[src/rtl/multicycle_controller.sv]
// multicycle_controller: FETCH/DECODE/EXEC/MEM/WB sequencer for the RV32I core with
// req/ready memory handshakes, per-access timeout and a retired-instruction counter.
module multicycle_controller #(
  parameter int TIMEOUT_CYCLES = 16,
  parameter int CNT_W = 32
) (
  input  logic             clk,
  input  logic             reset,
  input  logic [6:0]       opcode,
  input  logic             branch_taken,
  input  logic             imem_ready,
  input  logic             dmem_ready,
  output logic             imem_req,
  output logic             dmem_req,
  output logic             dmem_we,
  output logic             ir_write,
  output logic             pc_write,
  output logic [1:0]       pc_src,
  output logic             alu_src,
  output logic [1:0]       alu_op,
  output logic             reg_write_en,
  output logic             mem_to_reg_en,
  output logic             link_en,
  output logic             illegal_instr,
  output logic             bus_error,
  output logic [2:0]       state,
  output logic [CNT_W-1:0] instret
);
  localparam logic [2:0] FETCH = 3'd0, DECODE = 3'd1, EXEC = 3'd2, MEM = 3'd3, WB = 3'd4;
  localparam logic [2:0] C_R = 3'd0, C_I = 3'd1, C_LD = 3'd2, C_ST = 3'd3, C_JAL = 3'd4,
                         C_BR = 3'd5, C_BAD = 3'd6;
  localparam int WW = TIMEOUT_CYCLES > 1 ? $clog2(TIMEOUT_CYCLES + 1) : 1;
  logic [2:0] state_q, state_d, cls_q, cls_d, dec_cls;
  logic [WW-1:0] wait_q, wait_d;
  logic [CNT_W-1:0] instret_q, instret_d;
  logic req, rdy, timeout, retire;
  always_comb
    dec_cls = opcode == 7'b0110011 ? C_R :
              opcode == 7'b0010011 ? C_I :
              opcode == 7'b0000011 ? C_LD :
              opcode == 7'b0100011 ? C_ST :
              opcode == 7'b1101111 ? C_JAL :
              opcode == 7'b1100011 ? C_BR : C_BAD;
  always_comb begin
    imem_req = 1'b0;
    dmem_req = 1'b0;
    dmem_we = 1'b0;
    ir_write = 1'b0;
    pc_write = 1'b0;
    pc_src = 2'b00;
    alu_src = 1'b0;
    alu_op = 2'b00;
    reg_write_en = 1'b0;
    mem_to_reg_en = 1'b0;
    link_en = 1'b0;
    illegal_instr = 1'b0;
    bus_error = 1'b0;
    retire = 1'b0;
    state_d = state_q;
    cls_d = cls_q;
    req = state_q == FETCH || state_q == MEM;
    rdy = state_q == FETCH ? imem_ready : dmem_ready;
    // ready on the final allowed cycle wins over the timeout
    timeout = req && !rdy && TIMEOUT_CYCLES != 0 && wait_q == WW'(TIMEOUT_CYCLES - 1);
    case (state_q)
      FETCH: begin
        imem_req = 1'b1;
        ir_write = imem_ready;
        state_d = imem_ready ? DECODE : FETCH;
      end
      DECODE: begin
        cls_d = dec_cls;
        illegal_instr = dec_cls == C_BAD;
        pc_write = dec_cls == C_BAD;
        state_d = dec_cls == C_BAD ? FETCH : EXEC;
      end
      EXEC: begin
        alu_src = cls_q inside {C_I, C_LD, C_ST};
        alu_op = cls_q == C_BR ? 2'b01 : cls_q inside {C_R, C_I} ? 2'b10 : 2'b00;
        pc_write = cls_q == C_BR;
        pc_src = cls_q == C_BR ? {1'b0, branch_taken} : 2'b00;
        retire = cls_q == C_BR;
        state_d = cls_q == C_BR ? FETCH : cls_q inside {C_LD, C_ST} ? MEM : WB;
      end
      MEM: begin
        dmem_req = 1'b1;
        dmem_we = cls_q == C_ST;
        pc_write = dmem_ready && cls_q == C_ST;
        retire = dmem_ready && cls_q == C_ST;
        state_d = !dmem_ready ? MEM : cls_q == C_ST ? FETCH : WB;
      end
      WB: begin
        reg_write_en = 1'b1;
        pc_write = 1'b1;
        retire = 1'b1;
        mem_to_reg_en = cls_q == C_LD;
        link_en = cls_q == C_JAL;
        pc_src = cls_q == C_JAL ? 2'b10 : 2'b00;
        state_d = FETCH;
      end
      default: state_d = FETCH;
    endcase
    if (timeout) begin
      bus_error = 1'b1;
      state_d = FETCH;
    end
    wait_d = (state_d != state_q || timeout) ? '0 : req && !rdy ? wait_q + WW'(1) : wait_q;
    instret_d = instret_q + CNT_W'(retire);
    if (reset) begin
      imem_req = 1'b0;
      dmem_req = 1'b0;
      dmem_we = 1'b0;
      ir_write = 1'b0;
      pc_write = 1'b0;
      pc_src = 2'b00;
      alu_src = 1'b0;
      alu_op = 2'b00;
      reg_write_en = 1'b0;
      mem_to_reg_en = 1'b0;
      link_en = 1'b0;
      illegal_instr = 1'b0;
      bus_error = 1'b0;
    end
  end
  always_ff @(posedge clk) begin
    if (reset) begin
      state_q <= FETCH;
      cls_q <= C_R;
      wait_q <= '0;
      instret_q <= '0;
    end else begin
      state_q <= state_d;
      cls_q <= cls_d;
      wait_q <= wait_d;
      instret_q <= instret_d;
    end
  end
  assign state = state_q;
  assign instret = instret_q;
endmodule

[config.mk]
export PLATFORM = sky130hd
export DESIGN_NAME = multicycle_controller
export DESIGN_NICKNAME = d
export VERILOG_FILES = /design/src/rtl/multicycle_controller.sv
export SDC_FILE = /design/constraint.sdc
export NUM_CORES = 1
export LEC_CHECK = 0
export CAP_MARGIN = 25
export CORE_MARGIN = 2
export CORE_UTILIZATION = 30
export DETAILED_ROUTE_END_ITERATION = 10
export DONT_BUFFER_PORTS = 1
export GPL_TIMING_DRIVEN = 0
export PLACE_DENSITY = 0.44
export SYNTH_ARGS = -nofsm -noshare
export SYNTH_HDL_FRONTEND = slang
export SYNTH_SLANG_ARGS = --single-unit
export TNS_END_PERCENT = 30
[constraint.sdc]
create_clock -name clk -period 4.3 [get_ports clk]
set_clock_uncertainty 0.2 [all_clocks]
set_input_delay 0.215 -clock clk [delete_from_list [all_inputs] [get_ports clk]]
set_output_delay 0.215 -clock clk [all_outputs]
set_load 0.05 [all_outputs]
==> results.cfg, run 1 <==
[layout]
final_area_mm2 = 0.00252
diodes = 0
nets = 298
layout-drive-gt1-share = 0.0887
syn_to_final_growth_pct = 15.5

[cts]
clk_pin_slew_ns = 0.09
cts_tree = yes
cts_num_sinks = 43
cts_buffer_depth = 2
numCtsBuffers = 5
clk_latency_ns = 0.30
postCtsSetupBuffers = 0
htreeDepth = 2
cts_root_buf = clkbuf_8

[yosys]
ys_warn_count = 0
synth_enable_flop_cells = 0
synth_area_per_cell_um2 = 8.23
synth_flop_cell = dfxtp_1
yosys-top-cells-area = dfxtp_1 39%, or4_1 5.5%, nor2_1 5.3%
synth_area_leader_cell = dfxtp_1
synth_cell_type_count = 40
synth_top_area_frac = 0.395
synthMostInstantiatedCell = dfxtp_1
yosys-top-cells-count = 43 x dfxtp_1, 31 x nor2_1, 22 x a21oi_1, 16 x or4_1
synth_nets = 281
async_reset_ff_frac = 0
ys_seq_elements = 43
seq_area_frac_synth = 0.395
syn-instance-count = 265
synth_area_mm2 = 0.00218

[detailed_routing]
drc = 0
via_per_inst = 5.18
vias = 1973
drtIter0Drc = 58
avgRoutedWirePerCell_um = 14.6
first_pass_iters = 4
drt_wl_total_um = 5570
ant_nets = 0

[critical_path]
rrSetupSlack_ns = 0.38
crit_required_ns = 4.27
start_kind = register
crit_type = register to register
reg2reg_from = state[0]
worst_r2r_path_depth = 12
worstPathMaxFanout = 10
crit_path_end_kind = register
cp.arrival_ns = 3.89
r2r_end = instret[26]

[timing]
fin_setup_tns_ns = 0
setup_viol = 0
relSlewSlack = 0.270
fmax_ghz = 0.255
min_period_over_period = 0.912
worst_pin_slew_ns = 1.10
hold_viol = 0
rsz0062_at_grt = no
report.final.slew_viol_count = 0
fin_crit_ns = 3.92

[power]
leakage_nw = 0.791
power_density_mw_per_mm2 = 303
vdd_drop_max_v = 0.000166

[placement]
io_buffers = 0
placed_area_mm2 = 0.00235
dpl.hpwl_um = 3910
gp_congestion = 0.791

[floorplanning]
io_pins = 62
die_height_um = 89.3
die_w_um = 89.3
rows = 31
start_util = 0.306
fp.coreArea_mm2 = 0.00714
die_area_mm2 = 0.00797

[worst_hold_path]
hp-start = opcode[4]
hold_class = input pin to register
hold-path-endpoint = cls_q[0]
hold_depth = 3

[outcome]
outcome = finished, final reports clean

[global_routing]
grt_pass1_vias = 1779
grt_pass1_wl_um = 8770
grt.overflow.total = 0
grt_max_degree = 13
grtUsageTotal = 0.141
antenna_found_initial = 0

[flow_run]
drv_cap = 0
per-stage QoR:
stage                     instances  hold slack, ns   util  total power [mW]  worst slack [ns]
after CTS                       381          0.0261  0.353             0.775             0.213
final                           381          0.0281  0.353             0.763             0.379
after detailed placement        367           0.144  0.329             0.455             0.231
after global routing            381          0.0697  0.353             0.797             0.118
after global placement          364           0.140  0.323             0.454             0.264
after floorplan                 265           0.136      -             0.445             0.454
routing by layer:
metal,part of all wire,global-route usage
met1,0.49,0.192
met2,0.45,0.215
met3,0.054,0.0443
met4,0.012,0.0407
met5,0,0
worst max-delay path, stage by stage, from the launching register on:
cell,delay [ns]
dfxtp_1,0.74
clkbuf_1,0.44
nand2_1,0.10
o22a_1,0.23
inv_1,0.06
ha_1,0.20
ha_1,0.25
nand3_2,0.12
or4_1,0.53
buf_2,0.21
clkbuf_1,0.29
o31ai_1,0.32
a21oi_1,0.09
layout by cell type (no fill, tap or decap), types with 5 or more instances in the layout:
cell type,n
dfxtp_1,42
nor2_1,31
a21oi_1,22
or4_1,16
nand2_1,13
o31ai_1,13
inv_1,12
nand3_1,10
clkbuf_1,9
xnor2_1,9
o21ai_0,8
nand2b_1,7
nand4_1,7
dlygate4sd3_1,7
nor3_1,6
or3_1,6
nor2b_1,5
clkbuf_8,5
worst max-delay path by stage:
stage | start | endpoint | slack (ns) | cells after the start
floorplan | state[1] | link_en | 0.45 | 4
global placement | state[1] | instret[18] | 0.26 | 13
detailed placement | state[1] | instret[28] | 0.23 | 13
CTS | state[1] | instret[28] | 0.21 | 13
global route | state[0] | instret[26] | 0.12 | 12
finish | state[0] | instret[26] | 0.38 | 12
final cells by class:
class	instances	area, um2
fillers	793	4620
multi-input cells	196	1230
flip-flops and latches	43	862
well taps	99	124
repair buffers	10	92.6
clock buffers	6	72.6
plain buffers	14	63.8
inverters	12	45.0
clock inverters	1	30.0
where the power goes:
group          leakage, nW  switching, mW  internal [mW]
registers            0.348        0.00536          0.401
clock network       0.0513          0.142          0.171
logic                0.392         0.0289         0.0160
total                0.791          0.176          0.587
registers in the layout, summed over array words and instances, names as in the netlist:
| register | cells |
|---|---|
| cls_q | 3 |
| wait_q | 5 |
| state | 3 |
| instret | 32 |
cells by family (layout without fill, tap and decap cells):
| logic type | after synthesis | after routing | synth area share |
|---|---|---|---|
| flops | 43 | 43 | 0.395 |
| mux | 4 | 4 | 0.0195 |
| fa+ha+maj | 4 | 4 | 0.0229 |
| simple gates | 126 | 126 | 0.324 |
| xor+xnor | 12 | 12 | 0.0482 |
| compound gates | 50 | 50 | 0.141 |
| buf+inv | 26 | 43 | 0.0499 |
what timing repair did:
action                                  in CTS  in global routing
gates resized for setup                      0                  1
endpoints found under the setup margin       0                  3
hold endpoints to repair                     6                  0
hold buffers                                 7                  0
No activity file was read; power rests on OpenSTA's default activity.
==> inputs of run 2 (changes only) <==
--- a/config.mk
+++ b/config.mk
@@ -12,6 +12,7 @@
 export DONT_BUFFER_PORTS = 1
 export GPL_TIMING_DRIVEN = 0
 export PLACE_DENSITY = 0.44
+export RECOVER_POWER = 50
 export SYNTH_ARGS = -nofsm -noshare
 export SYNTH_HDL_FRONTEND = slang
 export SYNTH_SLANG_ARGS = --single-unit
==> constraint.sdc (replaced) <==
create_clock -name clk -period 4.3 [get_ports clk]
set_clock_uncertainty 0.2 [all_clocks]
set_input_delay 0.86 -clock clk [delete_from_list [all_inputs] [get_ports clk]]
set_output_delay 0.86 -clock clk [all_outputs]
set_load 0.05 [all_outputs]
==> results.cfg, run 2 (synthesis results as in run 1) <==
[outcome]
outcome = finished, final reports clean

[cts]
clk_pin_slew_ns = 0.09
clk_latency_ns = 0.29
cts-resized-gates = 0
htreeDepth = 2
cts_buffer_depth = 2
cts_root_buf = clkbuf_8
cts_hold_buffers = 0
postCtsSetupBuffers = 0
cts_num_sinks = 43
cts_tree = yes
numCtsBuffers = 5

[global_routing]
grt.overflow.total = 0
grt_pass1_wl_um = 8410
grt_pass1_vias = 1733
grtUsageTotal = 0.134
grt_max_degree = 14
antenna_found_initial = 0

[detailed_routing]
drc = 0
via_per_inst = 5.04
avgRoutedWirePerCell_um = 14.2
vias = 1889
drt_wl_total_um = 5340
first_pass_iters = 4
drtIter0Drc = 81
ant_nets = 0

[critical_path]
rrSetupSlack_ns = 0.29
crit_start = state[1]
crit_required_ns = 4.26
r2r_end = instret[26]
crit_type = register to register
start_kind = register
cp.arrival_ns = 3.97
worstPathMaxFanout = 10
worst_r2r_path_depth = 13
crit_path_end_kind = register
reg2reg_from = state[1]

[layout]
postLayoutCoreUtil = 0.345
final_area_mm2 = 0.00246
largest_register_ffs = 32
nets = 291
final_cell_mix = 43 x dfxtp_1, 31 x nor2_1, 22 x a21oi_1, 16 x or4_1
nFillCells = 781
diodes = 0
syn_to_final_growth_pct = 13.0
final_common_cell = dfxtp_1
layout-drive-gt1-share = 0.0942

[floorplanning]
die_w_um = 89.3
die_area_mm2 = 0.00797
fp.coreArea_mm2 = 0.00714
die_height_um = 89.3
start_util = 0.306
rows = 31
io_pins = 62

[flow_run]
drv_cap = 0

[power]
power_density_mw_per_mm2 = 314
leakage_nw = 0.768
vdd_drop_max_v = 0.000150

[timing]
worst_pin_slew_ns = 1.07
rsz0062_at_grt = no
min_period_over_period = 0.932
fin_crit_ns = 4.01
setup_viol = 0
relSlewSlack = 0.291
hold_viol = 0
timing.final.ws_setup_ns = 0.291
report.final.slew_viol_count = 0
fmax_ghz = 0.249

[placement]
gp_congestion = 0.726
dpl.hpwl_um = 3800
pre_cts_ws_ns = 0.291
placed_area_mm2 = 0.00235
io_buffers = 0

[worst_hold_path]
hold_depth = 1
hold_class = register to register
hold-path-endpoint = wait_q[0]
hp-start = wait_q[0]
-- run 2: per-stage QoR --
stage               hold WS (ns)  std cells  total power, mW  setup TNS, ns
finish                     0.263        375            0.773              0
global route               0.279        375            0.805              0
CTS                        0.267        375            0.789              0
detailed placement         0.244        367            0.455              0
global placement           0.235        364            0.454         -0.198
floorplan                  0.218        265            0.445              0
-- run 2: critical path, cell delays in order, from the launching register on --
cell and delay [ns]:
dfxtp_1 0.64, buf_2 0.32, nand3b_1 0.16, or2_2 0.32, o22a_1 0.23, inv_1 0.06, ha_1 0.20, ha_1 0.25
nand3_2 0.11, or4_1 0.52, buf_2 0.20, clkbuf_1 0.27, o31ai_1 0.29, a21oi_1 0.10
-- run 2: area by class of cell --
class,instances,area [um2],area share
Timing Repair Buffer,3,22.5,0.00914
Clock inverter,2,35.0,0.0142
Multi-Input combinational cell,196,1230,0.499
Buffer,14,63.8,0.0259
Clock buffer,6,82.6,0.0335
Inverter,12,45.0,0.0183
Tap cell,99,124,0.0503
Sequential cell,43,861,0.349
-- run 2: report_power, final --
group	leakage (nW)	switching (mW)	internal, mW	total [mW]
registers	0.347	0.00542	0.401	0.406
logic	0.359	0.0276	0.0116	0.0392
clock network	0.0612	0.140	0.188	0.328
total	0.768	0.173	0.600	0.773
-- run 2: layer usage --
metal  vias up  global-route usage  share of wire
li1        981                   -              -
met1       858               0.173           0.47
met2        48               0.214           0.46
met3         2              0.0443          0.065
met4         0              0.0407         0.0066
met5         -                   0              0
-- run 2: how the worst max path moves through the flow --
stage,endpoint,slack [ns]
after floorplan,pc_src[0],0.02
after global placement,pc_src[0],-0.15
after detailed placement,instret[26],0.29
after CTS,instret[26],0.27
after global routing,instret[26],0.007
final,instret[26],0.29
==> inputs of run 3 (changes only) <==
--- a/config.mk
+++ b/config.mk
@@ -5,13 +5,13 @@
 export SDC_FILE = /design/constraint.sdc
 export NUM_CORES = 1
 export LEC_CHECK = 0
+export BUFFER_PORTS_ARGS = -buffer_cell sky130_fd_sc_hd__clkbuf_2
 export CAP_MARGIN = 25
 export CORE_MARGIN = 2
 export CORE_UTILIZATION = 30
 export DETAILED_ROUTE_END_ITERATION = 10
-export DONT_BUFFER_PORTS = 1
 export GPL_TIMING_DRIVEN = 0
-export PLACE_DENSITY = 0.44
+export PLACE_DENSITY = 0.56
 export RECOVER_POWER = 50
 export SYNTH_ARGS = -nofsm -noshare
 export SYNTH_HDL_FRONTEND = slang
==> results.cfg, run 3 (synthesis results as in run 1) <==
[detailed_routing]
ant_nets = 0
wl_met2_um = 2610
met3_length_um = 161
drtIter0Drc = 117
top_layer = met4
first_pass_iters = 4
drt-met1-wl_um = 2610
via_per_inst = 4.94
drt_wl_total_um = 5460
drc = 0
avgRoutedWirePerCell_um = 12.7
vias = 2129

[layout]
largest_register_ffs = 32
final_common_cell = clkbuf_1
layout-drive-gt1-share = 0.130
final_cell_mix = 45 x clkbuf_1, 43 x dfxtp_1, 31 x nor2_1, 23 x clkbuf_2, 22 x a21oi_1
diodes = 0
nets = 348
syn_to_final_growth_pct = 21.6

[global_routing]
grtUsageTotal = 0.138
grt.overflow.total = 0
grt_pass1_vias = 1807
antenna_found_initial = 0
grt_pass1_wl_um = 8650
grt_max_degree = 13

[timing]
relSlewSlack = 0.574
setup_viol = 0
worst_pin_slew_ns = 0.641
rsz0062_at_grt = no
hold_viol = 0
fin_setup_tns_ns = 0
min_period_over_period = 0.826
timing.final.ws_setup_ns = 0.749
whs_ns = 0.255
fin_crit_ns = 3.55
report.final.slew_viol_count = 0
fmax_ghz = 0.282

[placement]
pre_cts_ws_ns = 0.684
gp_congestion = 0.798
dpl.hpwl_um = 3960
io_buffers = 60

[critical_path]
crit_required_ns = 4.26
cp.arrival_ns = 3.51
worst_r2r_path_depth = 13
worstPathMaxFanout = 10
crit_type = register to register
crit_path_end_kind = register
start_kind = register

[floorplanning]
io_pins = 62
rows = 31
die_area_mm2 = 0.00797
die_height_um = 89.3
start_util = 0.306
fp.coreArea_mm2 = 0.00714
die_w_um = 89.3

[power]
leakage_nw = 0.882
vdd_drop_max_v = 0.000127
power_density_mw_per_mm2 = 268
design_power_total_uw = 711

[worst_hold_path]
hold_depth = 1
hold_class = register to register

[cts]
cts_root_buf = clkbuf_8
htreeDepth = 2
numCtsBuffers = 5
clk_pin_slew_ns = 0.08
cts_hold_buffers = 0
clk_latency_ns = 0.29
cts_tree = yes
cts_buffer_depth = 2
cts-resized-gates = 0
cts_num_sinks = 43
postCtsSetupBuffers = 0

[outcome]
outcome = finished, final reports clean

[flow_run]
drv_cap = 0
-- run 3: per-layer routing --
layer / vias up / track usage
li1: 1089 / -
met1: 993 / 0.182
met2: 42 / 0.225
met3: 5 / 0.0277
met4: 0 / 0.0461
met5: - / 0
-- run 3: power breakdown --
group	switching [mW]	total [mW]	internal, mW	leakage, nW
registers	0.00303	0.404	0.401	0.347
clock network	0.133	0.259	0.126	0.0470
logic	0.0333	0.0482	0.0149	0.488
total	0.169	0.711	0.542	0.882
-- run 3: through the flow --
stage                     area [um2]   util  cells
after floorplan                 2190      -    265
after detailed placement        2610  0.366    424
after CTS                       2700  0.378    431
final                           2650  0.372    431
after global placement          2610  0.366    424
after global routing            2650  0.372    431
-- run 3: final cells by class --
class,count,area [um2]
fillers,794,4480
clock buffers,6,82.6
multi-input cells,196,1220
well taps,99,124
inverters,12,45.0
flip-flops and latches,43,861
repair buffers,60,254
plain buffers,14,63.8
clock inverters,1,5.00
-- run 3: path summary, 6_finish.rpt --
kind / startpoint / to / slack, ns
max reg2reg: state[1] / instret[22] / 0.75
max: state[1] / instret[22] / 0.75
min reg2reg: wait_q[0] / wait_q[0] / 0.26
min: wait_q[0] / wait_q[0] / 0.26
-- run 3: critical path, cell delays in order, from the launching register on --
cell	delay (ns)
dfxtp_1	0.32
buf_2	0.22
nand3b_1	0.16
or2_2	0.32
o22a_1	0.24
inv_1	0.06
ha_1	0.19
ha_1	0.23
nand3_2	0.11
or4_1	0.50
buf_2	0.20
clkbuf_1	0.27
o31ai_1	0.31
a21oi_1	0.09
